**config.mk**
```make
export PLATFORM = sky130hd
export DESIGN_NAME = master_in_port_flat
export DESIGN_NICKNAME = d
export VERILOG_FILES = /design/src/rtl/serial_bus_pkg.sv /design/src/rtl/master_in_port_if.sv /design/src/rtl/master_in_port_sync_fifo.sv /design/src/rtl/master_in_port.sv /design/src/flat_wrapper.sv
export SDC_FILE = /design/constraint.sdc
export NUM_CORES = 1
export LEC_CHECK = 0
export ABC_AREA = 1
export BUFFER_PORTS_ARGS = -buffer_cell sky130_fd_sc_hd__buf_4
export CAP_MARGIN = 10
export CORE_MARGIN = 4
export CORE_UTILIZATION = 55
export CTS_CLUSTER_DIAMETER = 80
export DETAILED_ROUTE_END_ITERATION = 6
export GPL_TIMING_DRIVEN = 0
export PLACE_DENSITY = 0.75
export SLEW_MARGIN = 0
export SYNTH_ARGS = -nofsm -noshare
export SYNTH_HDL_FRONTEND = slang
export SYNTH_SLANG_ARGS = --single-unit
```
**constraint.sdc**
```tcl
create_clock -name clk -period 5.2 [get_ports clk]
set_clock_uncertainty 0.2 [all_clocks]
set_input_delay 0 -clock clk [delete_from_list [all_inputs] [get_ports clk]]
set_output_delay 0 -clock clk [all_outputs]
set_load 0.01 [all_outputs]
```
**src/rtl/serial_bus_pkg.sv**
```systemverilog
// ----------------------------------------------------------------------------
// serial_bus_pkg
// Shared types and constants for the serial byte link between the slave output
// port and the master input port.
//   rx_state_t  : receiver FSM states (IDLE, RX)
//   FRAME_BITS  : data bits per serial frame
//   BIT_CNT_W   : width of a counter that indexes one frame's bits
//   byte_t      : one frame's worth of data
// ----------------------------------------------------------------------------
package serial_bus_pkg;

    typedef enum logic {
        IDLE = 1'b0,
        RX   = 1'b1
    } rx_state_t;

    localparam int FRAME_BITS = 8;
    localparam int BIT_CNT_W  = $clog2(FRAME_BITS);

    typedef logic [FRAME_BITS-1:0] byte_t;

endpackage

```
**src/rtl/master_in_port_if.sv**
```systemverilog
// ----------------------------------------------------------------------------
// master_in_port_if
// Bundles the serial link from the slave, the byte stream towards the
// downstream consumer and the receiver status/debug outputs.
//
// Handshake semantics (both links):
//   serial link : a frame starts on the rising edge where s_valid && m_ready
//                 are both high; the next 8 edges each carry one data bit on
//                 rx_data, LSB first, with s_tx_done high only on the last bit.
//   byte stream : m_data is transferred on every rising edge where
//                 m_valid && d_ready; m_data/m_valid hold until then.
//
// Signals
//   s_valid, rx_data, s_tx_done : from the slave
//   m_ready                     : to the slave, receiver can take a frame
//   m_data, m_valid, d_ready    : byte stream towards the consumer
//   frame_err                   : one-cycle pulse when a frame is discarded
//   byte_count                  : saturating count of good bytes
//   dbg_state, dbg_fifo_count   : receiver FSM state and FIFO occupancy
// Modports
//   master : the receiver (master_in_port)
//   slave  : the environment driving the serial link / consuming bytes
// ----------------------------------------------------------------------------
interface master_in_port_if
    import serial_bus_pkg::*;
#(
    parameter int DEPTH = 4,
    parameter int CNT_W = 16
);

    localparam int FCNT_W = $clog2(DEPTH) + 1;

    logic              s_valid;
    logic              rx_data;
    logic              s_tx_done;
    logic              m_ready;
    byte_t             m_data;
    logic              m_valid;
    logic              d_ready;
    logic              frame_err;
    logic [CNT_W-1:0]  byte_count;
    rx_state_t         dbg_state;
    logic [FCNT_W-1:0] dbg_fifo_count;

    modport master (
        input  s_valid, rx_data, s_tx_done, d_ready,
        output m_ready, m_data, m_valid, frame_err, byte_count,
               dbg_state, dbg_fifo_count
    );

    modport slave (
        output s_valid, rx_data, s_tx_done, d_ready,
        input  m_ready, m_data, m_valid, frame_err, byte_count,
               dbg_state, dbg_fifo_count
    );

endinterface

```
**src/rtl/master_in_port_sync_fifo.sv**
```systemverilog
// ----------------------------------------------------------------------------
// sync_fifo
// Single-clock first-word-fall-through FIFO. rd_data always shows the head
// entry; storage is cleared on reset so rd_data reads 0 when empty after reset.
//   clk, reset : clock, asynchronous active-high reset
//   push       : write wr_data (ignored when full)
//   wr_data    : data to write
//   pop        : drop head entry (ignored when empty)
//   rd_data    : head entry
//   full/empty : occupancy flags
//   count      : number of stored entries (0..DEPTH)
// ----------------------------------------------------------------------------
module sync_fifo #(
    parameter int WIDTH = 8,
    parameter int DEPTH = 4
) (
    input  logic                       clk,
    input  logic                       reset,
    input  logic                       push,
    input  logic [WIDTH-1:0]           wr_data,
    input  logic                       pop,
    output logic [WIDTH-1:0]           rd_data,
    output logic                       full,
    output logic                       empty,
    output logic [$clog2(DEPTH):0]     count
);

    localparam int PTR_W  = $clog2(DEPTH);
    localparam int FCNT_W = PTR_W + 1;

    logic [WIDTH-1:0]  mem_q [DEPTH];
    logic [WIDTH-1:0]  mem_d [DEPTH];
    logic [PTR_W-1:0]  wr_ptr_q, wr_ptr_d;
    logic [PTR_W-1:0]  rd_ptr_q, rd_ptr_d;
    logic [FCNT_W-1:0] count_q, count_d;
    logic              push_ok;
    logic              pop_ok;

    assign full    = (count_q == FCNT_W'(DEPTH));
    assign empty   = (count_q == '0);
    assign count   = count_q;
    assign rd_data = mem_q[rd_ptr_q];
    assign push_ok = push && !full;
    assign pop_ok  = pop && !empty;

    always_comb begin
        mem_d    = mem_q;
        wr_ptr_d = wr_ptr_q;
        rd_ptr_d = rd_ptr_q;
        count_d  = count_q;
        if (push_ok) begin
            mem_d[wr_ptr_q] = wr_data;
            // DEPTH is a power of two, so pointers wrap by overflow.
            wr_ptr_d = wr_ptr_q + PTR_W'(1);
        end
        if (pop_ok) begin
            rd_ptr_d = rd_ptr_q + PTR_W'(1);
        end
        unique case ({push_ok, pop_ok})
            2'b10:   count_d = count_q + FCNT_W'(1);
            2'b01:   count_d = count_q - FCNT_W'(1);
            default: count_d = count_q;
        endcase
    end

    always_ff @(posedge clk or posedge reset) begin
        if (reset) begin
            for (int i = 0; i < DEPTH; i++) begin
                mem_q[i] <= '0;
            end
            wr_ptr_q <= '0;
            rd_ptr_q <= '0;
            count_q  <= '0;
        end else begin
            mem_q    <= mem_d;
            wr_ptr_q <= wr_ptr_d;
            rd_ptr_q <= rd_ptr_d;
            count_q  <= count_d;
        end
    end

endmodule

```
**src/rtl/master_in_port.sv**
```systemverilog
// ----------------------------------------------------------------------------
// master_in_port
// Serial receive stage: accepts a frame from the slave output port, shifts in
// 8 LSB-first data bits, checks that s_tx_done marks exactly the last bit and
// buffers good bytes in a FIFO drained by a downstream valid/ready consumer.
//   clk   : clock, rising edge
//   reset : asynchronous, active-high
//   bus   : master_in_port_if.master (serial link, byte stream, status, debug)
// Parameters
//   DEPTH : FIFO entries, power of two, >= 2
//   CNT_W : width of the saturating good-byte counter
// ----------------------------------------------------------------------------
module master_in_port
    import serial_bus_pkg::*;
#(
    parameter int DEPTH = 4,
    parameter int CNT_W = 16
) (
    input  logic              clk,
    input  logic              reset,
    master_in_port_if.master  bus
);

    localparam int FCNT_W = $clog2(DEPTH) + 1;
    localparam logic [BIT_CNT_W-1:0] LAST_BIT = BIT_CNT_W'(FRAME_BITS - 1);

    rx_state_t            state_q, state_d;
    logic [BIT_CNT_W-1:0] bit_cnt_q, bit_cnt_d;
    byte_t                shreg_q, shreg_d;
    logic                 frame_err_q, frame_err_d;
    logic [CNT_W-1:0]     byte_count_q, byte_count_d;

    logic                 m_ready;
    logic                 fifo_push;
    logic                 fifo_pop;
    logic                 fifo_full;
    logic                 fifo_empty;
    byte_t                fifo_rd_data;
    logic [FCNT_W-1:0]    fifo_count;

    // Space is reserved at the handshake: with only one frame in flight, a
    // frame accepted while the FIFO is not full can always be pushed.
    assign m_ready  = (state_q == IDLE) && !fifo_full;
    assign fifo_pop = !fifo_empty && bus.d_ready;

    always_comb begin
        state_d      = state_q;
        bit_cnt_d    = bit_cnt_q;
        shreg_d      = shreg_q;
        frame_err_d  = 1'b0;
        byte_count_d = byte_count_q;
        fifo_push    = 1'b0;
        unique case (state_q)
            IDLE: begin
                // rx_data is not sampled on the handshake edge itself.
                if (bus.s_valid && m_ready) begin
                    state_d   = RX;
                    bit_cnt_d = '0;
                end
            end
            RX: begin
                shreg_d   = {bus.rx_data, shreg_q[FRAME_BITS-1:1]};
                bit_cnt_d = bit_cnt_q + BIT_CNT_W'(1);
                if (bit_cnt_q == LAST_BIT) begin
                    state_d = IDLE;
                    if (bus.s_tx_done) begin
                        fifo_push = 1'b1;
                        if (byte_count_q != '1) begin
                            byte_count_d = byte_count_q + CNT_W'(1);
                        end
                    end else begin
                        frame_err_d = 1'b1;
                    end
                end else if (bus.s_tx_done) begin
                    // Early end marker: drop the frame now, remaining bits
                    // arrive while IDLE and are ignored.
                    state_d     = IDLE;
                    frame_err_d = 1'b1;
                end
            end
            default: state_d = IDLE;
        endcase
    end

    always_ff @(posedge clk or posedge reset) begin
        if (reset) begin
            state_q      <= IDLE;
            bit_cnt_q    <= '0;
            shreg_q      <= '0;
            frame_err_q  <= 1'b0;
            byte_count_q <= '0;
        end else begin
            state_q      <= state_d;
            bit_cnt_q    <= bit_cnt_d;
            shreg_q      <= shreg_d;
            frame_err_q  <= frame_err_d;
            byte_count_q <= byte_count_d;
        end
    end

    // The pushed byte includes the bit sampled on the completing edge.
    sync_fifo #(
        .WIDTH (FRAME_BITS),
        .DEPTH (DEPTH)
    ) u_fifo (
        .clk     (clk),
        .reset   (reset),
        .push    (fifo_push),
        .wr_data (shreg_d),
        .pop     (fifo_pop),
        .rd_data (fifo_rd_data),
        .full    (fifo_full),
        .empty   (fifo_empty),
        .count   (fifo_count)
    );

    assign bus.m_ready        = m_ready;
    assign bus.m_data         = fifo_rd_data;
    assign bus.m_valid        = !fifo_empty;
    assign bus.frame_err      = frame_err_q;
    assign bus.byte_count     = byte_count_q;
    assign bus.dbg_state      = state_q;
    assign bus.dbg_fifo_count = fifo_count;

endmodule

```
**src/flat_wrapper.sv**
```systemverilog
// flat-port wrapper written by rule: the top's interface ports become plain ports
module master_in_port_flat import serial_bus_pkg::*;
#(
    parameter int DEPTH = 4,
    parameter int CNT_W = 16
)
  (clk, reset, bus_s_valid, bus_rx_data, bus_s_tx_done, bus_d_ready, bus_m_ready, bus_m_data, bus_m_valid, bus_frame_err, bus_byte_count, bus_dbg_state, bus_dbg_fifo_count);
  master_in_port_if #(.DEPTH(DEPTH), .CNT_W(CNT_W)) bus_i ();
  input  logic clk;
  input  logic reset;
  input wire logic [$bits(bus_i.s_valid)-1:0] bus_s_valid;
  input wire logic [$bits(bus_i.rx_data)-1:0] bus_rx_data;
  input wire logic [$bits(bus_i.s_tx_done)-1:0] bus_s_tx_done;
  input wire logic [$bits(bus_i.d_ready)-1:0] bus_d_ready;
  output wire logic [$bits(bus_i.m_ready)-1:0] bus_m_ready;
  output wire logic [$bits(bus_i.m_data)-1:0] bus_m_data;
  output wire logic [$bits(bus_i.m_valid)-1:0] bus_m_valid;
  output wire logic [$bits(bus_i.frame_err)-1:0] bus_frame_err;
  output wire logic [$bits(bus_i.byte_count)-1:0] bus_byte_count;
  output wire logic [$bits(bus_i.dbg_state)-1:0] bus_dbg_state;
  output wire logic [$bits(bus_i.dbg_fifo_count)-1:0] bus_dbg_fifo_count;
  assign bus_i.s_valid = bus_s_valid;
  assign bus_i.rx_data = bus_rx_data;
  assign bus_i.s_tx_done = bus_s_tx_done;
  assign bus_i.d_ready = bus_d_ready;
  assign bus_m_ready = bus_i.m_ready;
  assign bus_m_data = bus_i.m_data;
  assign bus_m_valid = bus_i.m_valid;
  assign bus_frame_err = bus_i.frame_err;
  assign bus_byte_count = bus_i.byte_count;
  assign bus_dbg_state = bus_i.dbg_state;
  assign bus_dbg_fifo_count = bus_i.dbg_fifo_count;
  master_in_port #(.DEPTH(DEPTH), .CNT_W(CNT_W)) u_core (.clk(clk), .reset(reset), .bus(bus_i));
endmodule
```
== Word level (Yosys, flattened, before mapping) ==
Cells that the tools add are included.
Storage, ports and cells
  register bits: 68
  output and inout bits: 31
  logic and storage cells: 60
Operators by class
  add/subtract/negate cells: 6
  order comparisons: 3
  equal/unequal tests: 6
  mux-type cells: 19
  bitwise gates (word level): 3
  reductions and logical operators: 11
Operators by type and width (number)
  bitwise mux 32 bit: 1
  2-to-1 mux 8 bit: 4
  adder 16 x 1 -> 16 bit (second input constant): 1
  binary-select mux 8 bit (select 2 bit): 1
  demux 8 bit (select 2 bit): 1
  inequality test 16 bit (second input constant): 1
  case mux 3 bit (2 select lines): 2
  2-to-1 mux 1 bit: 8
  adder 3 x 1 -> 3 bit (second input constant): 2
  equality test 3 bit (second input constant): 2
  greater-or-equal comparator 3 bit (second input constant): 2
  logical AND 1 bit: 6
  NOT 2 -> 3 bit: 2
  adder 2 x 1 -> 2 bit (second input constant): 2
  AND reduction 4 bit: 1
  logical NOT 3 bit: 1
  < comparator 3 x 1 -> 1 bit (second input constant): 1
  2-to-1 mux 3 bit: 1
  subtractor 3 x 1 -> 3 bit (second input constant): 1
  equality test 2 x 1 -> 1 bit (second input constant): 1
  equality test 2 bit (second input constant): 1
  logical NOT 1 bit: 2
  inequality test 2 bit (second input constant): 1
  case mux 1 bit (2 select lines): 1
  other kinds (2): 2

== Logic depth before layout (Yosys ltp) ==
  depth after elaboration: 6
  depth in mapped cells: 11
  gate-level depth less buffers: 10

== Hierarchy ==
From an unflattened synthesis, not the netlist that was laid out.
Unflattened totals
  cell total of the unflattened synthesis: 458
  area, all modules: 3619.7 um2
By module, submodules not included
  sync_fifo: times used 1, cells each 252, area an instance 2035.7 um2, seq. area each 975.9 um2
  master_in_port: times used 1, cells each 206, area an instance 1584.0 um2, seq. area each 725.7 um2

== Worst setup path before layout ==
No wires, ideal clock.
  kind: reg2reg
  start: reg u_core.bit_cnt_q[0]
  end: reg u_core.u_fifo.count_q[2] (netlist: u_core.u_fifo.count[2])
  setup time: 0.131 ns
  data arrival time: 2.181 ns
  data required time: 4.869 ns
  slack: 2.688 ns
  cell stages (with the launch flop): 12
  path buffers: 1
  cell sequence: dfrtp_1 ha_1 ha_1 ha_1 nand3_1 buf_2 ha_1 inv_1 fa_1 a21oi_1 o21ai_0 xor2_1
Between the ends
  word-level cells in the longest chain between the ends: 6
  elaborated cells on any way between the ends: 8
  those cells by class: eq/ne (3); mux (3); reduce/logical (2)
Ends and longest elaborated chain
  from (decl): RTL line master_in_port.sv:28  | logic [BIT_CNT_W-1:0] bit_cnt_q, bit_cnt_d;
  from (signal assigned): RTL line master_in_port.sv:94  | bit_cnt_q <= bit_cnt_d;
  equality test 3 bit (*): RTL line master_in_port.sv:64  | if (bit_cnt_q == LAST_BIT) begin
  2-to-1 mux 1 bit (*): RTL line master_in_port.sv:64
  2-to-1 mux 1 bit (*): RTL line master_in_port.sv:53  | unique case (state_q)
  logical AND 1 bit (*): RTL line master_in_port_sync_fifo.sv:43  | assign push_ok = push && !full;
  equality test 2 x 1 -> 1 bit or equality test 2 bit (tied branches): RTL line master_in_port_sync_fifo.sv:59  | unique case ({push_ok, pop_ok})
  case mux 3 bit (2 select lines) or nonzero test 2 bit (tied branches)
  to (signal assigned): RTL line master_in_port_sync_fifo.sv:78  | count_q <= count_d;
  to (decl): RTL line master_in_port_sync_fifo.sv:35  | logic [FCNT_W-1:0] count_q, count_d;
Mark *: on every way between the ends. The rest lies on a longest branch, timed or not.
A chain may end at the register's enable or synchronous reset.

== Final worst setup path ==
Same ends and word-level chain as after synthesis.

==> reports/summary.md <==
Status
- outcome: finished clean

Synthesis
- number of storage elements in the synthesis netlist: 68
- leading post-synthesis cells by instance count: sky130_fd_sc_hd__nand2_1, sky130_fd_sc_hd__dfrtp_1, sky130_fd_sc_hd__o21ai_0
- Synth Cell Area: 0.00340 mm2
- share of synthesized flip-flops with an asynchronous set or reset: 1.00
- number of flops mapped to enable cells by yosys: 0
- Synth top area share: 0.500
- post-synthesis cell type count: 26
- Yosys warning total: 0
- average cell area after synthesis: 8.05 um2
- cells taking the most area after synthesis: sky130_fd_sc_hd__dfrtp_1, sky130_fd_sc_hd__nand2_1, sky130_fd_sc_hd__o21ai_0
- Post-Synthesis Net Count: 440
- sequential area share after synthesis: 0.500
- post-synth top area cell: sky130_fd_sc_hd__dfrtp_1
- Mapped Cells: 423
- most repeated cell in the gate-level netlist after synthesis: sky130_fd_sc_hd__nand2_1
- most used flip-flop cell after synthesis: sky130_fd_sc_hd__dfrtp_1

Critical path
- CP Data Arrival Time: 2860 ps
- worst-path fanout max: 10
- Crit-path slowest cell: sky130_fd_sc_hd__dfrtp_1
- Worst EP required: 5220 ps
- CP cell instances: ha_1, ha_1, ha_1, nand3_1, buf_2, ha_1, inv_1, fa_1, a21oi_1, o21ai_0, xor2_1
- cell repeated most along the worst path: sky130_fd_sc_hd__ha_1
- dominant delay contributor by cell family on the critical path: adder cells
- crit end category: register
- Buf+Inv Stages, Crit Path: 2
- worst stage delay on the critical path: 400 ps
- critical path start-end classification: reg2reg
- startpoint type of the worst setup path: register

Floorplanning
- core area: 0.00596 mm2
- Horiz. Die Dim: 86.7 um
- starting density of the core: 0.572
- io pins: 37
- Cell Rows: 28
- die span in y: 86.7 um
- DIE AREA: 0.00751 mm2

Power and ir drop
- Peak VDD IR: 0.000259 V
- switching part of the total power: 0.381
- part of the total power dissipated in the clock network: 0.247
- leakage power: 2.07 nW
- part of the power in combinational logic: 0.377
- power dissipated by switching net loads: 0.000668 W
- internal power contribution: 0.00109 W
- areal power density over the cells: 437 mW/mm2
- Seq pwr share: 0.376

Detailed routing
- final routed DRC violation total: 0
- sum of routed wire length over all layers: 8.03 mm
- drt pass-1 iters: 4
- antenna-violating nets left: 0
- vias: 2977
- routed length per placed instance: 14.5 um
- first-iteration detailed-routing DRC count: 165
- vias per cell: 5.38

STA
- Hold Fails Final Rpt: 0
- final worst hold slack: 182 ps
- fin crit share: 0.546
- shortest clock period the worst path allows after layout: 2840 ps
- Worst Tran Pin Value: 821 ps
- setup repair after global routing missed its margin: no
- normalized max-slew margin: 0.452
- final slew viol count: 0
- maximum clock rate: 352 MHz
- final total negative setup slack: 0 ps
- final setup vio count: 0

CTS
- TritonCTS clock tree: built
- worst skew pair latency: 340 ps
- clock-pin slew on the worst setup and hold paths: 70 ps
- CTS Buffer Depth: 2
- CTS Sinks: 68
- Inserted Clock Buffers: 9
- H-tree level count: 3
- hold buffer count at CTS: 5
- post_cts resized: 0
- clk root buf: sky130_fd_sc_hd__clkbuf_8
- postcts setup bufs: 0

Layout
- Finished Layout Cells: 553
- antenna diode count: 0
- fin util: 0.674
- # fillers: 513
- area occupied by multi-input gates: 0.00149 mm2
- fraction of final layout cells with drive strength greater than 1: 0.140
- area occupied by registers: 0.00170 mm2
- P&R area growth vs syn: 17.8%
- Total Nets Final: 492

GRT
- met1 track demand over resource: 0.314
- met3 demand-to-capacity share in global routing: 0.0513
- global-route met2 utilization: 0.365
- busiest layer in global routing: met2
- GRT overflow: 0
- total routing usage reported by global routing: 0.233
- antenna violations before repair: 0
- wire length of the first global-routing pass: 13.9 mm
- pin count of the biggest net entering global routing: 69
- via count of the first global-routing pass: 2982

Placed design
- weighted congestion reported at the end of routability-driven placement: 0.932
- estimated wirelength of the detail-placed design: 5.60 mm
- placed cell count: 534
- IO buf count: 36

Worst hold path
- worst min-delay path class: in2async

Run
- Max-Cap Viols: 0

## layer usage
metal  wire [um]  up-vias
li1            -     1453
met1        3600     1401
met2        3750      103
met3         529       20
met4         151        0
met5           0        -
## cells in the final DEF (no fill, tap or decap), types with 2 or more instances in the layout
| master | n |
|---|---|
| sky130_fd_sc_hd__nand2_1 | 144 |
| sky130_fd_sc_hd__a22o_1 | 3 |
| sky130_fd_sc_hd__clkbuf_8 | 11 |
| sky130_fd_sc_hd__buf_6 | 2 |
| sky130_fd_sc_hd__nand3_1 | 23 |
| sky130_fd_sc_hd__nand3b_1 | 2 |
| sky130_fd_sc_hd__nor2_4 | 7 |
| sky130_fd_sc_hd__buf_2 | 5 |
| sky130_fd_sc_hd__clkinv_1 | 2 |
| sky130_fd_sc_hd__o21ai_0 | 51 |
| sky130_fd_sc_hd__nor2_1 | 35 |
| sky130_fd_sc_hd__buf_4 | 36 |
| sky130_fd_sc_hd__dfrtp_1 | 68 |
| sky130_fd_sc_hd__o21ai_1 | 6 |
| sky130_fd_sc_hd__ha_1 | 10 |
| sky130_fd_sc_hd__o22ai_1 | 8 |
| sky130_fd_sc_hd__xnor2_1 | 2 |
| sky130_fd_sc_hd__a21oi_1 | 3 |
| sky130_fd_sc_hd__xor2_1 | 5 |
| sky130_fd_sc_hd__dlygate4sd3_1 | 5 |
| sky130_fd_sc_hd__nand2_2 | 2 |
| sky130_fd_sc_hd__inv_1 | 34 |
| sky130_fd_sc_hd__clkbuf_1 | 5 |
## power groups by stage
stage          clock (W)  combinational (W)  sequential [W]
2_1_floorplan          0           0.000392        0.000670
3_3_place_gp           0           0.000636        0.000665
3_5_place_dp           0           0.000654        0.000669
4_1_cts         0.000438           0.000661        0.000659
5_1_grt         0.000465           0.000740        0.000668
6_report        0.000433           0.000660        0.000660
## logic make-up after synthesis
group           count (synthesis)  synth area share
simple gates                  215             0.266
xor+xnor                        7            0.0180
compound gates                 72             0.112
buf+inv                        50            0.0614
fa+ha+maj                      11            0.0426
flops                          68             0.500
## flip-flops by register name, summed over array words and instances, names as in the netlist
register	count
u_core.bus.frame_err	1
u_core.shreg_q	8
u_core.u_fifo.mem_q	32
u_core.bit_cnt_q	3
u_core.u_fifo.rd_ptr_q	2
u_core.bus.dbg_state	1
u_core.u_fifo.count	3
u_core.bus.byte_count	16
u_core.u_fifo.wr_ptr_q	2
## through the flow
step	setup WS (ps)	instance area [um2]	total power, W
floorplan	2690	3400	0.00106
global placement	2430	3770	0.00130
CTS	2360	4010	0.00176
finish	2360	4010	0.00175
global route	2170	4010	0.00187
detailed placement	2370	3770	0.00132
## final timing paths
| kind | from | endpoint | slack, ps | cells after the start |
|---|---|---|---|---|
| worst max register to register | u_core.bit_cnt_q[0]$_DFFE_PP0P_ | u_core.u_fifo.count[2]$_DFFE_PP0P_ | 2360 | 11 |
| worst max-delay path | u_core.bit_cnt_q[0]$_DFFE_PP0P_ | u_core.u_fifo.count[2]$_DFFE_PP0P_ | 2360 | 11 |
| max in group asynchronous | reset | u_core.bus.byte_count[6]$_DFFE_PP0P_ | 4070 | 3 |
| min in group clk | bus_s_valid | u_core.bus.dbg_state$_DFF_PP0_ | 260 | 3 |
| worst min register to register | u_core.u_fifo.mem_q[23]$_DFFE_PP0P_ | u_core.u_fifo.mem_q[23]$_DFFE_PP0P_ | 300 | 2 |
| worst min-delay path | reset | u_core.u_fifo.count[0]$_DFFE_PP0P_ | 180 | 3 |
## final cells by class
| cell class | count | area share |
|---|---|---|
| clock inverters | 2 | 0.00873 |
| multi-input cells | 305 | 0.372 |
| clock buffers | 12 | 0.0387 |
| well taps | 75 | 0.0234 |
| inverters | 38 | 0.0362 |
| flip-flops and latches | 68 | 0.424 |
| repair buffers | 41 | 0.0799 |
| plain buffers | 12 | 0.0165 |
## tightest hold or removal path: cells and delay by family
family                 cells  cell delay [ps]
buffers and inverters      3             1250
(Power assumes the default switching activity.)
